$ cat src/rtl/uart_rx_framer_if.sv
// Byte handoff between the UART receiver and its consumer: valid/ready with the byte.
// The receiver drives the master side; the instruction/control unit drives the slave side.
interface uart_rx_framer_if;
  logic [7:0] rx_data;
  logic       rx_valid;
  logic       rx_ready;

  modport master (
    output rx_data,
    output rx_valid,
    input  rx_ready
  );

  modport slave (
    input  rx_data,
    input  rx_valid,
    output rx_ready
  );
endinterface

$ cat src/rtl/uart_rx_framer.sv
// UART receiver: 8N1 framing with mid-bit sampling, start-bit glitch rejection,
// and framing/overrun error pulses.
module uart_rx_framer #(
  parameter int DATA_BITS = 8,
  parameter int MIN_CPB   = 4
) (
  input  logic              clk,
  input  logic              reset,
  input  logic [12:0]       clks_per_bit,
  input  logic              rx_data_bit,
  uart_rx_framer_if.master  rx_if,
  output logic              busy,
  output logic              frame_err,
  output logic              overrun_err
);

  typedef enum logic [2:0] {
    IDLE      = 3'd0,
    START     = 3'd1,
    DATA      = 3'd2,
    STOP      = 3'd3,
    WAIT_IDLE = 3'd4
  } state_t;

  localparam logic [12:0] MIN_CPB_L = 13'(MIN_CPB);
  localparam logic [3:0]  LAST_IDX  = 4'(DATA_BITS);

  // Programmed bit period, never shorter than the minimum the sampler supports.
  function automatic logic [12:0] clamp_cpb(input logic [12:0] n);
    clamp_cpb = (n < MIN_CPB_L) ? MIN_CPB_L : n;
  endfunction

  // Last count of the half-bit wait that lands the start sample mid-bit.
  function automatic logic [12:0] half_last(input logic [12:0] n);
    half_last = {1'b0, n[12:1]} - 13'd1;
  endfunction

  logic        sync_meta_q;
  logic        rx_s_q;

  state_t      state_q, state_d;
  logic [12:0] cnt_q, cnt_d;
  logic [12:0] nl_q, nl_d;
  logic [3:0]  bit_idx_q, bit_idx_d;
  logic [7:0]  shift_q, shift_d;
  logic [7:0]  data_q, data_d;
  logic        valid_q, valid_d;
  logic        ferr_q, ferr_d;
  logic        oerr_q, oerr_d;

  logic        bit_end;

  assign bit_end = (cnt_q == (nl_q - 13'd1));

  always_ff @(posedge clk or negedge reset) begin
    if (!reset) begin
      sync_meta_q <= 1'b1;
      rx_s_q      <= 1'b1;
      state_q     <= IDLE;
      cnt_q       <= '0;
      nl_q        <= '0;
      bit_idx_q   <= '0;
      shift_q     <= '0;
      data_q      <= '0;
      valid_q     <= 1'b0;
      ferr_q      <= 1'b0;
      oerr_q      <= 1'b0;
    end else begin
      sync_meta_q <= rx_data_bit;
      rx_s_q      <= sync_meta_q;
      state_q     <= state_d;
      cnt_q       <= cnt_d;
      nl_q        <= nl_d;
      bit_idx_q   <= bit_idx_d;
      shift_q     <= shift_d;
      data_q      <= data_d;
      valid_q     <= valid_d;
      ferr_q      <= ferr_d;
      oerr_q      <= oerr_d;
    end
  end

  always_comb begin
    state_d   = state_q;
    cnt_d     = cnt_q;
    nl_d      = nl_q;
    bit_idx_d = bit_idx_q;
    shift_d   = shift_q;
    data_d    = data_q;
    ferr_d    = 1'b0;
    oerr_d    = 1'b0;
    // A transfer empties the holding register unless STOP refills it below.
    valid_d   = (valid_q && rx_if.rx_ready) ? 1'b0 : valid_q;

    unique case (state_q)
      IDLE: begin
        if (!rx_s_q) begin
          state_d   = START;
          nl_d      = clamp_cpb(clks_per_bit);
          cnt_d     = '0;
          bit_idx_d = '0;
        end
      end

      START: begin
        if (cnt_q == half_last(nl_q)) begin
          cnt_d   = '0;
          state_d = rx_s_q ? IDLE : DATA;
        end else begin
          cnt_d = cnt_q + 13'd1;
        end
      end

      DATA: begin
        if (bit_end) begin
          cnt_d   = '0;
          shift_d = {rx_s_q, shift_q[7:1]};
          if (bit_idx_q < LAST_IDX) begin
            bit_idx_d = bit_idx_q + 4'd1;
          end
          if (bit_idx_q == (LAST_IDX - 4'd1)) begin
            state_d = STOP;
          end
        end else begin
          cnt_d = cnt_q + 13'd1;
        end
      end

      STOP: begin
        if (bit_end) begin
          cnt_d = '0;
          if (!rx_s_q) begin
            ferr_d  = 1'b1;
            state_d = WAIT_IDLE;
          end else if (valid_q && !rx_if.rx_ready) begin
            oerr_d  = 1'b1;
            state_d = IDLE;
          end else begin
            data_d  = shift_q;
            valid_d = 1'b1;
            state_d = IDLE;
          end
        end else begin
          cnt_d = cnt_q + 13'd1;
        end
      end

      // A stuck-low line after a bad stop bit must go high before a new start is accepted.
      WAIT_IDLE: begin
        if (rx_s_q) begin
          state_d = IDLE;
        end
      end

      default: begin
        state_d = IDLE;
      end
    endcase
  end

  assign rx_if.rx_data  = data_q;
  assign rx_if.rx_valid = valid_q;
  assign busy           = (state_q != IDLE);
  assign frame_err      = ferr_q;
  assign overrun_err    = oerr_q;

endmodule

$ cat src/flat_wrapper.sv
// flat-port wrapper written by rule: the top's interface ports become plain ports
module uart_rx_framer_flat 
#(
  parameter int DATA_BITS = 8,
  parameter int MIN_CPB   = 4
)
  (clk, reset, clks_per_bit, rx_data_bit, busy, frame_err, overrun_err, rx_if_rx_data, rx_if_rx_valid, rx_if_rx_ready);
  uart_rx_framer_if rx_if_i ();
  input  logic clk;
  input  logic reset;
  input  logic [12:0] clks_per_bit;
  input  logic rx_data_bit;
  output logic busy;
  output logic frame_err;
  output logic overrun_err;
  output wire logic [$bits(rx_if_i.rx_data)-1:0] rx_if_rx_data;
  output wire logic [$bits(rx_if_i.rx_valid)-1:0] rx_if_rx_valid;
  input wire logic [$bits(rx_if_i.rx_ready)-1:0] rx_if_rx_ready;
  assign rx_if_rx_data = rx_if_i.rx_data;
  assign rx_if_rx_valid = rx_if_i.rx_valid;
  assign rx_if_i.rx_ready = rx_if_rx_ready;
  uart_rx_framer #(.DATA_BITS(DATA_BITS), .MIN_CPB(MIN_CPB)) u_core (.clk(clk), .reset(reset), .clks_per_bit(clks_per_bit), .rx_data_bit(rx_data_bit), .rx_if(rx_if_i), .busy(busy), .frame_err(frame_err), .overrun_err(overrun_err));
endmodule
$ cat config.mk
export PLATFORM = sky130hd
export DESIGN_NAME = uart_rx_framer_flat
export DESIGN_NICKNAME = d
export VERILOG_FILES = /design/src/rtl/uart_rx_framer_if.sv /design/src/rtl/uart_rx_framer.sv /design/src/flat_wrapper.sv
export SDC_FILE = /design/constraint.sdc
export NUM_CORES = 1
export LEC_CHECK = 0
export CORE_MARGIN = 3
export CORE_UTILIZATION = 59
export DETAILED_ROUTE_END_ITERATION = 8
export GPL_TIMING_DRIVEN = 0
export PLACE_DENSITY_LB_ADDON = 0.12
export SYNTH_ARGS = -nofsm -noshare
export SYNTH_HDL_FRONTEND = slang
export SYNTH_SLANG_ARGS = --single-unit
$ cat constraint.sdc
create_clock -name clk -period 4.22 [get_ports clk]
set_clock_uncertainty 0.2 [all_clocks]
set_input_delay 0.633 -clock clk [delete_from_list [all_inputs] [get_ports clk]]
set_output_delay 0.633 -clock clk [all_outputs]
set_load 0.05 [all_outputs]
==> flow_summary.yaml <==
drt:
  dr.first_iter.drc_count: 257
  drc: 0
  wire_per_inst_um: 17.11
  via_per_inst: 6.223
  via_count: 3099
  detail-route-antenna-nets: 0
  routed_wl_um: 8522
  drtPass1Iterations: 5
die:
  die_w_um: 83.43
  die_area_um2: 6961
  chipHeight_um: 83.43
  start_util_pct: 62.70
  core_um2: 5642
  rows: 27
  io_pins: 29
sta:
  fin_crit_ns: 3.707
  setup_violations: 0
  max_freq_ghz: 0.2698
  relSlewSlack_pct: 4.223
  setup_tns_ns: 0
  fin_crit_sh_pct: 87.83
  setup_ws_ns: 0.5134
  rsz0062_at_grt: "no"
  worstMarginPinSlew_ns: 1.424
  maxSlewViolCount: 0
  hold_viol: 0
worst_setup_path:
  required_ns: 4.21
  r2r-end: "u_core.cnt_q[8]"
  endpoint_kind: "register"
  reg2regPathDepth: 11
  worst-setup-path-type: "register to register"
  rr_startpoint: "u_core.nl_q[1]"
  critPathLaunchType: "register"
  r2r_slack_ns: 0.51
  arrival_ns: 3.70
  cp_max_fo: 10
global_route:
  grt_max_degree: 37
  grt_pass1_wl_um: 14590
  met1_usage_pct: 37.72
  grt_usage_pct: 25.71
  gr-total-overflow: 0
  grt_antenna_before_repair: 0
  grtUsageMet2_pct: 38.56
  busiest_layer: "met2"
  met3_usage_pct: 4.563
  grt_pass1_vias: 2939
finish:
  final_util_pct: 71.21
  area_delta_synth_final_pct: 13.58
  n_antenna_cell: 0
  fin_area_um2: 4018
  final_layout_size_suffix_gt1_share_pct: 13.38
  nets: 446
run_status:
  outcome: "complete, no violations"
logic_synthesis:
  synth_seq_area_share_pct: 38.27
  postSynthCellCount: 389
  synth_edf_count: 0
  synth.avg_cell_area_um2: 9.093
  ys_types: 68
  syn-num-nets: 410
  async_reset_ff_share_pct: 100.0
  synthFlopType: "dfrtp_1"
  yosys_warnings: 0
  synth_area_um2: 3537
  ys_seq_elements: 54
clock_network:
  clock-root-buffer: "clkbuf_8"
  clkTransAtPathRegs_ns: 0.11
  cts_hold_buf: 0
  post_cts_resized: 0
  htreeDepth: 2
  clock_latency_ns: 0.32
  numCtsBuffers: 5
  cts_sinks: 54
  clock_path_buffers: 2
  cts_tree: "done"
  postCtsSetupBuffers: 0
place:
  place_area_um2: 3923
  dp_slack_ns: 0.6119
  place_congestion: 0.8891
  dpl.hpwl_um: 6294
  portBuffers: 28
power_and_ir_drop:
  ir_worst_vdd_uv: 340.5
  leakage_nw: 1.711
  cellPowerDensity_nw_per_um2: 544.0
  total_power_mw: 2.186
worst_hold_path:
  holdCritPathClass: "primary input to async pin"
run:
  maxCapViolCount: 0
## layer usage
metal	wire length (µm)	vias up	part of all wire (%)
li1	-	1480	-
met1	4010	1485	47
met2	3787	118	44
met3	528	16	6.2
met4	195	0	2.3
met5	0	-	0
## logic make-up (layout without fill, tap and decap cells)
group / after synthesis / in the layout / share of synthesized area (%)
AND/OR/NAND/NOR: 159 / 159 / 23.74
AO/OA/AOI/OAI: 84 / 84 / 17.97
XOR/XNOR: 26 / 26 / 6.438
adder cells (fa/ha/maj): 4 / 4 / 1.415
buffers and inverters: 44 / 81 / 5.589
flip-flops: 54 / 54 / 38.27
multiplexers: 18 / 18 / 6.580
## synthesized netlist by cell type, types with 5 or more instances
cell      count  area share (%)
o22ai_1       7             1.2
nand3_1      16             2.3
o21ai_0       8             1.1
nor2b_1       7             1.2
a21oi_1      10             1.4
a311oi_1      6             1.5
nand2b_1      5            0.88
nor2_1       14             1.5
buf_2         5            0.71
and2_1        5            0.88
or3_1        10             1.8
nor3_1        7            0.99
clkbuf_1     19             2.0
xnor2_1      13             3.2
mux2_4        8             3.4
xor2_1       13             3.2
inv_1        14             1.5
nor4_1        8             1.4
nand2_1      60             6.4
mux2_2       10             3.2
dfrtp_1      52              37
o211ai_1      9             1.9
## metrics by stage
step | std cells | hold WS, ns
global placement | 489 | 0.1457
floorplan | 389 | 0.1374
finish | 498 | 0.05378
CTS | 498 | 0.06378
global route | 498 | 0.06489
detailed placement | 490 | 0.1512
## where the power goes
part / switching [mW] / leakage, nW / total (mW) / internal [mW]
Sequential: 0.0899 / 0.721 / 0.690 / 0.600
Clock: 0.190 / 0.0491 / 0.312 / 0.123
Combinational: 0.731 / 0.941 / 1.18 / 0.453
Total: 1.01 / 1.71 / 2.19 / 1.18
## registers in the layout, summed over array words and instances (netlist names)
name,count
u_core.bit_idx_q,4
u_core.cnt_q,13
u_core.frame_err,1
u_core.nl_q,13
u_core.overrun_err,1
u_core.rx_if.rx_data,8
u_core.rx_if.rx_valid,1
u_core.rx_s_q,1
u_core.shift_q,8
u_core.state_q,3
u_core.sync_meta_q,1
## how the worst max path moves through the flow
stage | end | slack [ns] | startpoint
after detailed placement | u_core.cnt_q[5] | 0.61 | u_core.nl_q[1]
final | u_core.cnt_q[8] | 0.51 | u_core.nl_q[1]
after global placement | u_core.cnt_q[5] | 0.65 | u_core.nl_q[1]
after CTS | u_core.cnt_q[5] | 0.58 | u_core.nl_q[1]
after floorplan | u_core.bit_idx_q[0] | 1.15 | u_core.nl_q[1]
after global routing | u_core.cnt_q[12] | 0.28 | u_core.nl_q[1]
## critical path, stage by stage (launching register included)
cell and delay [ns]:
dfrtp_1 0.48, inv_1 0.16, ha_1 0.16, buf_4 0.17
or4b_1 0.54, o31ai_1 0.38, o2111ai_1 0.16, nor4_1 0.43
a31oi_2 0.29, o21bai_2 0.31, buf_6 0.20, o22ai_1 0.09
## layout make-up
cell class | instances | area, µm²
multi-input combinational | 291 | 1986
clock buffer | 5 | 68.82
clock inverter | 3 | 26.28
fill | 446 | 1624
timing repair buffer | 29 | 295.3
sequential | 54 | 1354
inverter | 14 | 52.55
buffer | 30 | 145.1
tap | 72 | 90.09
## placed cells by master (no fill, tap or decap), types with 7 or more instances in the layout
cell type         n
a21oi_1          10
clkbuf_1         19
clkdlybuf4s50_1  27
dfrtp_1          52
inv_1            14
mux2_2           10
mux2_4            8
nand2_1          60
nand3_1          16
nor2_1           14
nor2b_1           7
nor3_1            7
nor4_1            8
o211ai_1          9
o21ai_0           8
o22ai_1           7
or3_1            10
xnor2_1          13
xor2_1           13
Note: power is estimated with default switching activity, not from simulation.
